## src/rtl/bg_pattern_gen.sv

```systemverilog
// bg_pattern_gen
// ----------------------------------------------------------------------------
// Background pattern generator for the HDMI output path. Converts the
// active-area pixel coordinate from the timing generator into a 16-bit
// background pixel {4'h0, R[3:0], G[3:0], B[3:0]}. It offers four patterns:
// checkerboard, colour bars, horizontal grey gradient and solid colour.
// The pattern can only change at a frame boundary. The pipeline is two
// register stages deep and accepts one pixel per clock.
//
// Optional feature macro: BG_SCROLL_EN
//   When defined, the checkerboard scrolls horizontally by SCROLL_STEP pixels
//   on every frame_start. When undefined, the tiles are static.
//
// Ports
//   clk_i          pixel clock
//   rst_ni         asynchronous active-low reset
//   h_count_i      x coordinate (CW bits)
//   v_count_i      y coordinate (CW bits)
//   pix_valid_i    coordinate valid this cycle
//   frame_start_i  one-cycle pulse coincident with pixel (0,0)
//   mode_i         requested pattern: 0 checker, 1 bars, 2 gradient, 3 solid
//   color_a_i      checker colour A / solid colour
//   color_b_i      checker colour B
//   bg_data_o      background pixel, two cycles after the coordinate
//   bg_valid_o     bg_data_o valid
// ----------------------------------------------------------------------------
module bg_pattern_gen #(
  parameter int H_ACTIVE    = 320,
  parameter int V_ACTIVE    = 240,
  parameter int CW          = 9,
  parameter int TILE_SHIFT  = 6,
  parameter int SCROLL_STEP = 1
) (
  input  logic          clk_i,
  input  logic          rst_ni,
  input  logic [CW-1:0] h_count_i,
  input  logic [CW-1:0] v_count_i,
  input  logic          pix_valid_i,
  input  logic          frame_start_i,
  input  logic [1:0]    mode_i,
  input  logic [15:0]   color_a_i,
  input  logic [15:0]   color_b_i,
  output logic [15:0]   bg_data_o,
  output logic          bg_valid_o
);

  typedef enum logic [1:0] {
    MODE_CHECKER  = 2'd0,
    MODE_BARS     = 2'd1,
    MODE_GRADIENT = 2'd2,
    MODE_SOLID    = 2'd3
  } bgMode_e;

  localparam int            BAR_W = H_ACTIVE / 8;
  localparam logic [CW-1:0] H_LIM = CW'(H_ACTIVE);
  localparam logic [CW-1:0] V_LIM = CW'(V_ACTIVE);

  // Frame-latched mode. The frame_start pixel already uses the new request.
  bgMode_e modeActive_q;
  bgMode_e modeEff;

  assign modeEff = frame_start_i ? bgMode_e'(mode_i) : modeActive_q;

  // Scroll offset for the checker's x coordinate.
  logic [CW-1:0] offsetEff;

`ifdef BG_SCROLL_EN
  logic [CW-1:0] offset_q;

  // The frame_start pixel already sees the advanced offset.
  assign offsetEff = frame_start_i ? (offset_q + CW'(SCROLL_STEP)) : offset_q;

  always_ff @(posedge clk_i or negedge rst_ni) begin
    if (!rst_ni) begin
      offset_q <= '0;
    end else if (frame_start_i) begin
      offset_q <= offsetEff;
    end
  end
`else
  assign offsetEff = '0;
`endif

  always_ff @(posedge clk_i or negedge rst_ni) begin
    if (!rst_ni) begin
      modeActive_q <= MODE_CHECKER;
    end else if (frame_start_i) begin
      modeActive_q <= bgMode_e'(mode_i);
    end
  end

  // Stage 1 next-state values.
  logic          inArea_d;
  logic [2:0]    bar_d;
  logic          sel_d;
  logic [3:0]    grad_d;
  logic [CW-1:0] hx;

  // The bar index uses a comparator chain against multiples of BAR_W.
  // Later thresholds override earlier ones, so x >= 7*BAR_W gives bar 7.
  always_comb begin
    inArea_d = (h_count_i < H_LIM) && (v_count_i < V_LIM);
    hx       = h_count_i + offsetEff;
    sel_d    = hx[TILE_SHIFT] ^ v_count_i[TILE_SHIFT];
    grad_d   = h_count_i[CW-1 -: 4];
    bar_d    = 3'd0;
    for (int k = 1; k < 8; k++) begin
      if (h_count_i >= CW'(k * BAR_W)) begin
        bar_d = 3'(k);
      end
    end
  end

  logic          inArea_q;
  logic [2:0]    bar_q;
  logic          sel_q;
  logic [3:0]    grad_q;
  bgMode_e       mode1_q;
  logic [15:0]   colA_q;
  logic [15:0]   colB_q;
  logic          valid1_q;

  always_ff @(posedge clk_i or negedge rst_ni) begin
    if (!rst_ni) begin
      inArea_q <= 1'b0;
      bar_q    <= 3'd0;
      sel_q    <= 1'b0;
      grad_q   <= 4'd0;
      mode1_q  <= MODE_CHECKER;
      colA_q   <= 16'h0000;
      colB_q   <= 16'h0000;
      valid1_q <= 1'b0;
    end else begin
      inArea_q <= inArea_d;
      bar_q    <= bar_d;
      sel_q    <= sel_d;
      grad_q   <= grad_d;
      mode1_q  <= modeEff;
      colA_q   <= color_a_i;
      colB_q   <= color_b_i;
      valid1_q <= pix_valid_i;
    end
  end

  // Stage 2 pixel selection. Anything outside the active area is black,
  // whatever the pattern.
  logic [15:0] pixel_d;

  always_comb begin
    pixel_d = 16'h0000;
    unique case (mode1_q)
      MODE_CHECKER:  pixel_d = sel_q ? colA_q : colB_q;
      MODE_BARS: begin
        unique case (bar_q)
          3'd0: pixel_d = 16'h0FFF;
          3'd1: pixel_d = 16'h0FF0;
          3'd2: pixel_d = 16'h00FF;
          3'd3: pixel_d = 16'h00F0;
          3'd4: pixel_d = 16'h0F0F;
          3'd5: pixel_d = 16'h0F00;
          3'd6: pixel_d = 16'h000F;
          3'd7: pixel_d = 16'h0000;
          default: pixel_d = 16'h0000;
        endcase
      end
      MODE_GRADIENT: pixel_d = {4'h0, grad_q, grad_q, grad_q};
      MODE_SOLID:    pixel_d = colA_q;
      default:       pixel_d = 16'h0000;
    endcase
    if (!inArea_q) begin
      pixel_d = 16'h0000;
    end
  end

  // bg_data holds its last value across invalid cycles.
  logic [15:0] bgData_q;
  logic        bgValid_q;

  always_ff @(posedge clk_i or negedge rst_ni) begin
    if (!rst_ni) begin
      bgData_q  <= 16'h0000;
      bgValid_q <= 1'b0;
    end else begin
      bgValid_q <= valid1_q;
      if (valid1_q) begin
        bgData_q <= pixel_d;
      end
    end
  end

  assign bg_data_o  = bgData_q;
  assign bg_valid_o = bgValid_q;

endmodule
```

## config.mk

```make
export PLATFORM = sky130hd
export DESIGN_NAME = bg_pattern_gen
export DESIGN_NICKNAME = d
export VERILOG_FILES = /design/src/rtl/bg_pattern_gen.sv
export SDC_FILE = /design/constraint.sdc
export NUM_CORES = 1
export LEC_CHECK = 0
export CELL_PAD_IN_SITES_DETAIL_PLACEMENT = 2
export CELL_PAD_IN_SITES_GLOBAL_PLACEMENT = 2
export CORE_MARGIN = 2
export CORE_UTILIZATION = 30
export DETAILED_ROUTE_END_ITERATION = 7
export PLACE_DENSITY_LB_ADDON = 0.1
export SLEW_MARGIN = 20
export SYNTH_ARGS = -nofsm -noshare
export SYNTH_HDL_FRONTEND = slang
export SYNTH_SLANG_ARGS = --single-unit
```

## constraint.sdc

```tcl
create_clock -name clk_i -period 2.78 [get_ports clk_i]
set_input_delay 0.556 -clock clk_i [delete_from_list [all_inputs] [get_ports clk_i]]
set_output_delay 0.556 -clock clk_i [all_outputs]
set_load 0.01 [all_outputs]
```

==> tab_implementation.tex <==
\begin{tabular}{lr}
\hline
Metric & Value \\
\hline
\multicolumn{2}{l}{\textbf{Yosys}} \\
\quad Average instance area after synthesis & 12.63 sq um \\
\quad Post-Synthesis Cells & 186 \\
\quad Share of the yosys chip area belonging to registers & 65.00\% \\
\quad Post-synth net total & roughly 240 \\
\quad Distinct cell type count of the synthesized netlist & 33 \\
\quad Mapped Area & roughly 2300 sq um \\
\quad Cell types with the largest area share after synthesis & sky130\_fd\_sc\_hd\_\_dfrtp\_1 (65\%), sky130\_fd\_sc\_hd\_\_a221o\_1 (5.5\%), sky130\_fd\_sc\_hd\_\_mux2i\_1 (5.1\%), sky130\_fd\_sc\_hd\_\_o21ai\_1 (4.9\%), sky130\_fd\_sc\_hd\_\_inv\_1 (2.6\%) \\
\quad Area fraction of the dominant cell type after synthesis & approximately 65\% \\
\quad Number of register bits inferred by synthesis & 61 \\
\quad Cell type with the highest aggregate area in the netlist & sky130\_fd\_sc\_hd\_\_dfrtp\_1 \\
\quad Ys Warns & 0 \\
\multicolumn{2}{l}{\textbf{Worst setup path}} \\
\quad Type of the worst setup path & reg -> out \\
\quad CP bufs+invs & 1 \\
\quad Terminus of the critical flop-to-flop path & bg\_data\_o[14]\$\_DFFE\_PN0P\_ \\
\quad Critical path's largest stage delay & about 550 ps \\
\quad CP arrival & 1250 ps \\
\quad Worst EP required & about 2200 ps \\
\quad Startpoint class of the critical path & register \\
\quad Worst setup endpoint & bg\_data\_o[8] \\
\quad Critical-path cell with the highest stage delay & sky130\_fd\_sc\_hd\_\_clkdlybuf4s50\_1 \\
\quad Startpoint of the most critical setup path & bg\_data\_o[8]\$\_DFFE\_PN0P\_ \\
\quad Top Family by Delay on Critical Path & buffers and inverters \\
\quad Kind of end point of the critical path & output pin \\
\quad Reg2reg start & mode1\_q[0]\$\_DFFE\_PN0P\_ \\
\quad CP Cell Sequence & clkdlybuf4s50\_1 \\
\quad Internal reg-to-reg setup slack & 1100 ps \\
\quad Worst r2r path cells & 4 \\
\quad Critical Path Fanout Max & 2 \\
\quad Cell depth of the worst setup path & 1 \\
\multicolumn{2}{l}{\textbf{Finish}} \\
\quad Commonest non-fill, non-tap cell in the layout & sky130\_fd\_sc\_hd\_\_clkdlybuf4s50\_1 \\
\quad Proportion of layout cells with a drive suffix above 1 & 8.462\% \\
\quad Number of standard cells in the final layout excluding fillers & 362 \\
\quad Final net count & 313 \\
\quad Final non-filler cell area & $\sim$3300 sq um \\
\quad Commonest cells after routing, fill and taps aside & sky130\_fd\_sc\_hd\_\_clkdlybuf4s50\_1 (64), sky130\_fd\_sc\_hd\_\_dfrtp\_1 (61), sky130\_fd\_sc\_hd\_\_o21ai\_1 (23) \\
\quad Antenna fix cells & 0 \\
\quad Area growth from synthesis to layout & 38.52\% \\
\quad Final cell utilization of the core & 42.54\% \\
\multicolumn{2}{l}{\textbf{Floorplan}} \\
\quad Die ar. & between 8000 and 9000 sq um \\
\quad Effective utilization at floorplan & between 30 and 40\% \\
\quad Top-level I/O count & 73 \\
\quad Floorplan die width & between 90 and 100 microns \\
\quad Standard-cell row count & 32 \\
\quad DIE HEIGHT & 92.48 microns \\
\quad Core footprint & 7647 sq um \\
\multicolumn{2}{l}{\textbf{Timing}} \\
\quad Worst clock skew & 7.460 ps \\
\quad Number of slew-limit violations in the final report & 0 \\
\quad Max Freq & $\sim$550 MHz \\
\quad Ratio of final minimum period to clock period & approximately two thirds \\
\quad Setup repair after global routing missed its margin & no \\
\quad Transition at the pin with the smallest max-transition slack & 775.2 ps \\
\quad Fin. Hold Viols & 0 \\
\quad Final-report setup violation count & 0 \\
\quad Worst slew margin relative to its limit & 48.26\% \\
\quad Setup TNS & 0 ps \\
\quad Time the final worst path needs with I/O delays and setup & 1811 ps \\
\multicolumn{2}{l}{\textbf{Global routing}} \\
\quad Tot GR Track Use & 15.14\% \\
\quad Grt ovf & 0 \\
\quad Maximum number of pins on one net before global-route repair & 62 \\
\quad Initial antenna violation count & 0 \\
\quad Wire length of the first global-routing pass & approximately 9.7 mm \\
\quad Number of global-route vias before repair & 1,923 \\
\multicolumn{2}{l}{\textbf{Outcome}} \\
\quad Status & completed \\
\multicolumn{2}{l}{\textbf{Power}} \\
\quad Cell area power density & 600.4 nW/um\^{}2 \\
\quad Static leakage & about 1.4 nW \\
\quad Max IR drop VDD & 0.0003120 V \\
\quad Pwr Total & between 1.5 and 2 mW \\
\multicolumn{2}{l}{\textbf{Placed design}} \\
\quad HPWL after DPL & 4.291 mm \\
\quad Cell count after placement & 348 \\
\quad Placed cell areas & 3088 sq um \\
\quad Number of buffers added on ports & 65 \\
\quad Global placement routability congestion & between 0.7 and 0.8 \\
\multicolumn{2}{l}{\textbf{Drt}} \\
\quad Highest metal used & met4 \\
\quad Via density per instance & 4.762 \\
\quad Met2 layer wire length in the routed design & 3.164 mm \\
\quad Met3 wire length & a little under 300 microns \\
\quad Final wirelength & 5.974 mm \\
\quad Count of vias placed by the detailed router & 1,724 \\
\quad Routed metal-1 wirelength & 2.465 mm \\
\quad Routed length per placed instance & 16.50 microns \\
\quad Initial detailed-routing violation count & 30 \\
\quad Final routed DRC violation total & 0 \\
\quad Residual antenna-violating net count after detailed routing & 0 \\
\quad First-pass DRT Iterations & 4 \\
\multicolumn{2}{l}{\textbf{Clocking}} \\
\quad Inserted Clock Buffers & 9 \\
\quad Clock tree from TritonCTS & done \\
\quad Count of buffers added by post-CTS timing repair for setup & 0 \\
\quad Library cell used as clock root buffer & sky130\_fd\_sc\_hd\_\_clkbuf\_8 \\
\quad Quantity of gates resized following cts & 0 \\
\quad Deepest level of the CTS H-tree & 3 \\
\quad \# hold bufs at CTS & 0 \\
\quad Clock slew seen by the registers of the worst setup and hold paths & 70 ps \\
\quad Maximum count of clock buffers along a single path & 2 \\
\quad Clock latency at the later pin of the worst-skew pair & 330 ps \\
\quad Clock net sink count & 61 \\
\multicolumn{2}{l}{\textbf{Worst hold path}} \\
\quad Type of the tightest min-delay check & in -> async \\
\multicolumn{2}{l}{\textbf{Job}} \\
\quad Total of max-cap violations & 0 \\
\hline
\end{tabular}
[flip-flops by register name (all words and copies together) (netlist names)]
name        count
bg_data_o      16
colA_q         16
colB_q         16
grad_q          4
bar_q           3
mode1_q         2
bg_valid_o      1
inArea_q        1
sel_q           1
valid1_q        1
[routing by layer]
| layer | vias to the layer above | GRT usage, % |
|---|---|---|
| met5 | - | 0 |
| met3 | 5 | 5.126 |
| li1 | 799 | - |
| met2 | 43 | 27.01 |
| met1 | 877 | 17.26 |
| met4 | 0 | 4.104 |
[logic make-up (layout without fill, tap and decap cells)]
kind of cell | after synthesis | in the layout | synth area share (%)
DFF | 61 | 61 | 65.00
AOI/OAI and AO/OA | 58 | 58 | 16.14
buffers and inverters | 27 | 101 | 6.126
and+or+nand+nor | 23 | 23 | 5.328
muxes | 16 | 16 | 7.033
xor gates and xnor gates | 1 | 1 | 0.3730
[worst min path at each step]
stage | start | endpoint | cells past startpoint
after floorplan | rst_ni | bar_q[0]$_DFF_PN0_ | 0
after global placement | bg_data_o[6]$_DFFE_PN0P_ | bg_data_o[6]$_DFFE_PN0P_ | 2
after detailed placement | bg_data_o[10]$_DFFE_PN0P_ | bg_data_o[10]$_DFFE_PN0P_ | 2
after CTS | rst_ni | bg_data_o[1]$_DFFE_PN0P_ | 2
after global routing | rst_ni | bg_data_o[2]$_DFFE_PN0P_ | 2
final | rst_ni | colA_q[1]$_DFF_PN0_ | 2
[metrics by stage]
step                hold slack, ps  worst slack [ps]
floorplan                    260.4              1407
global route                 240.8             912.3
finish                       227.0             969.2
CTS                          220.4             939.7
detailed placement           512.2             684.9
global placement             500.2             748.2
[report_power, final]
part	switching (mW)	internal [mW]	leakage (nW)
sequential	0.0399	0.946	0.738
clock	0.316	0.359	0.0881
combinational	0.134	0.158	0.552
total	0.490	1.46	1.38
[synth_stat cells, drive strengths merged]
cell	number
mux2	4
dfrtp	61
o21bai	1
a21o	1
nor2	3
nor3	3
a32oi	1
a221oi	1
and2	2
o21ai	32
a221o	13
and3	1
nor4b	1
a22oi	3
clkbuf	1
nand4	1
a21oi	3
buf	8
nand2b	5
nand3b	1
o22ai	3
xor2	1
nand2	5
inv	18
nand3	1
mux2i	12
[layout make-up]
class / count / area, sq um
fillers: 788 / 4394
flip-flops and latches: 61 / 1526
repair buffers: 69 / 688.2
multi-input cells: 98 / 678.2
clock buffers: 12 / 155.1
well taps: 102 / 127.6
inverters: 18 / 67.56
clock inverters: 2 / 10.01
No activity file was read; power rests on OpenSTA's default activity.
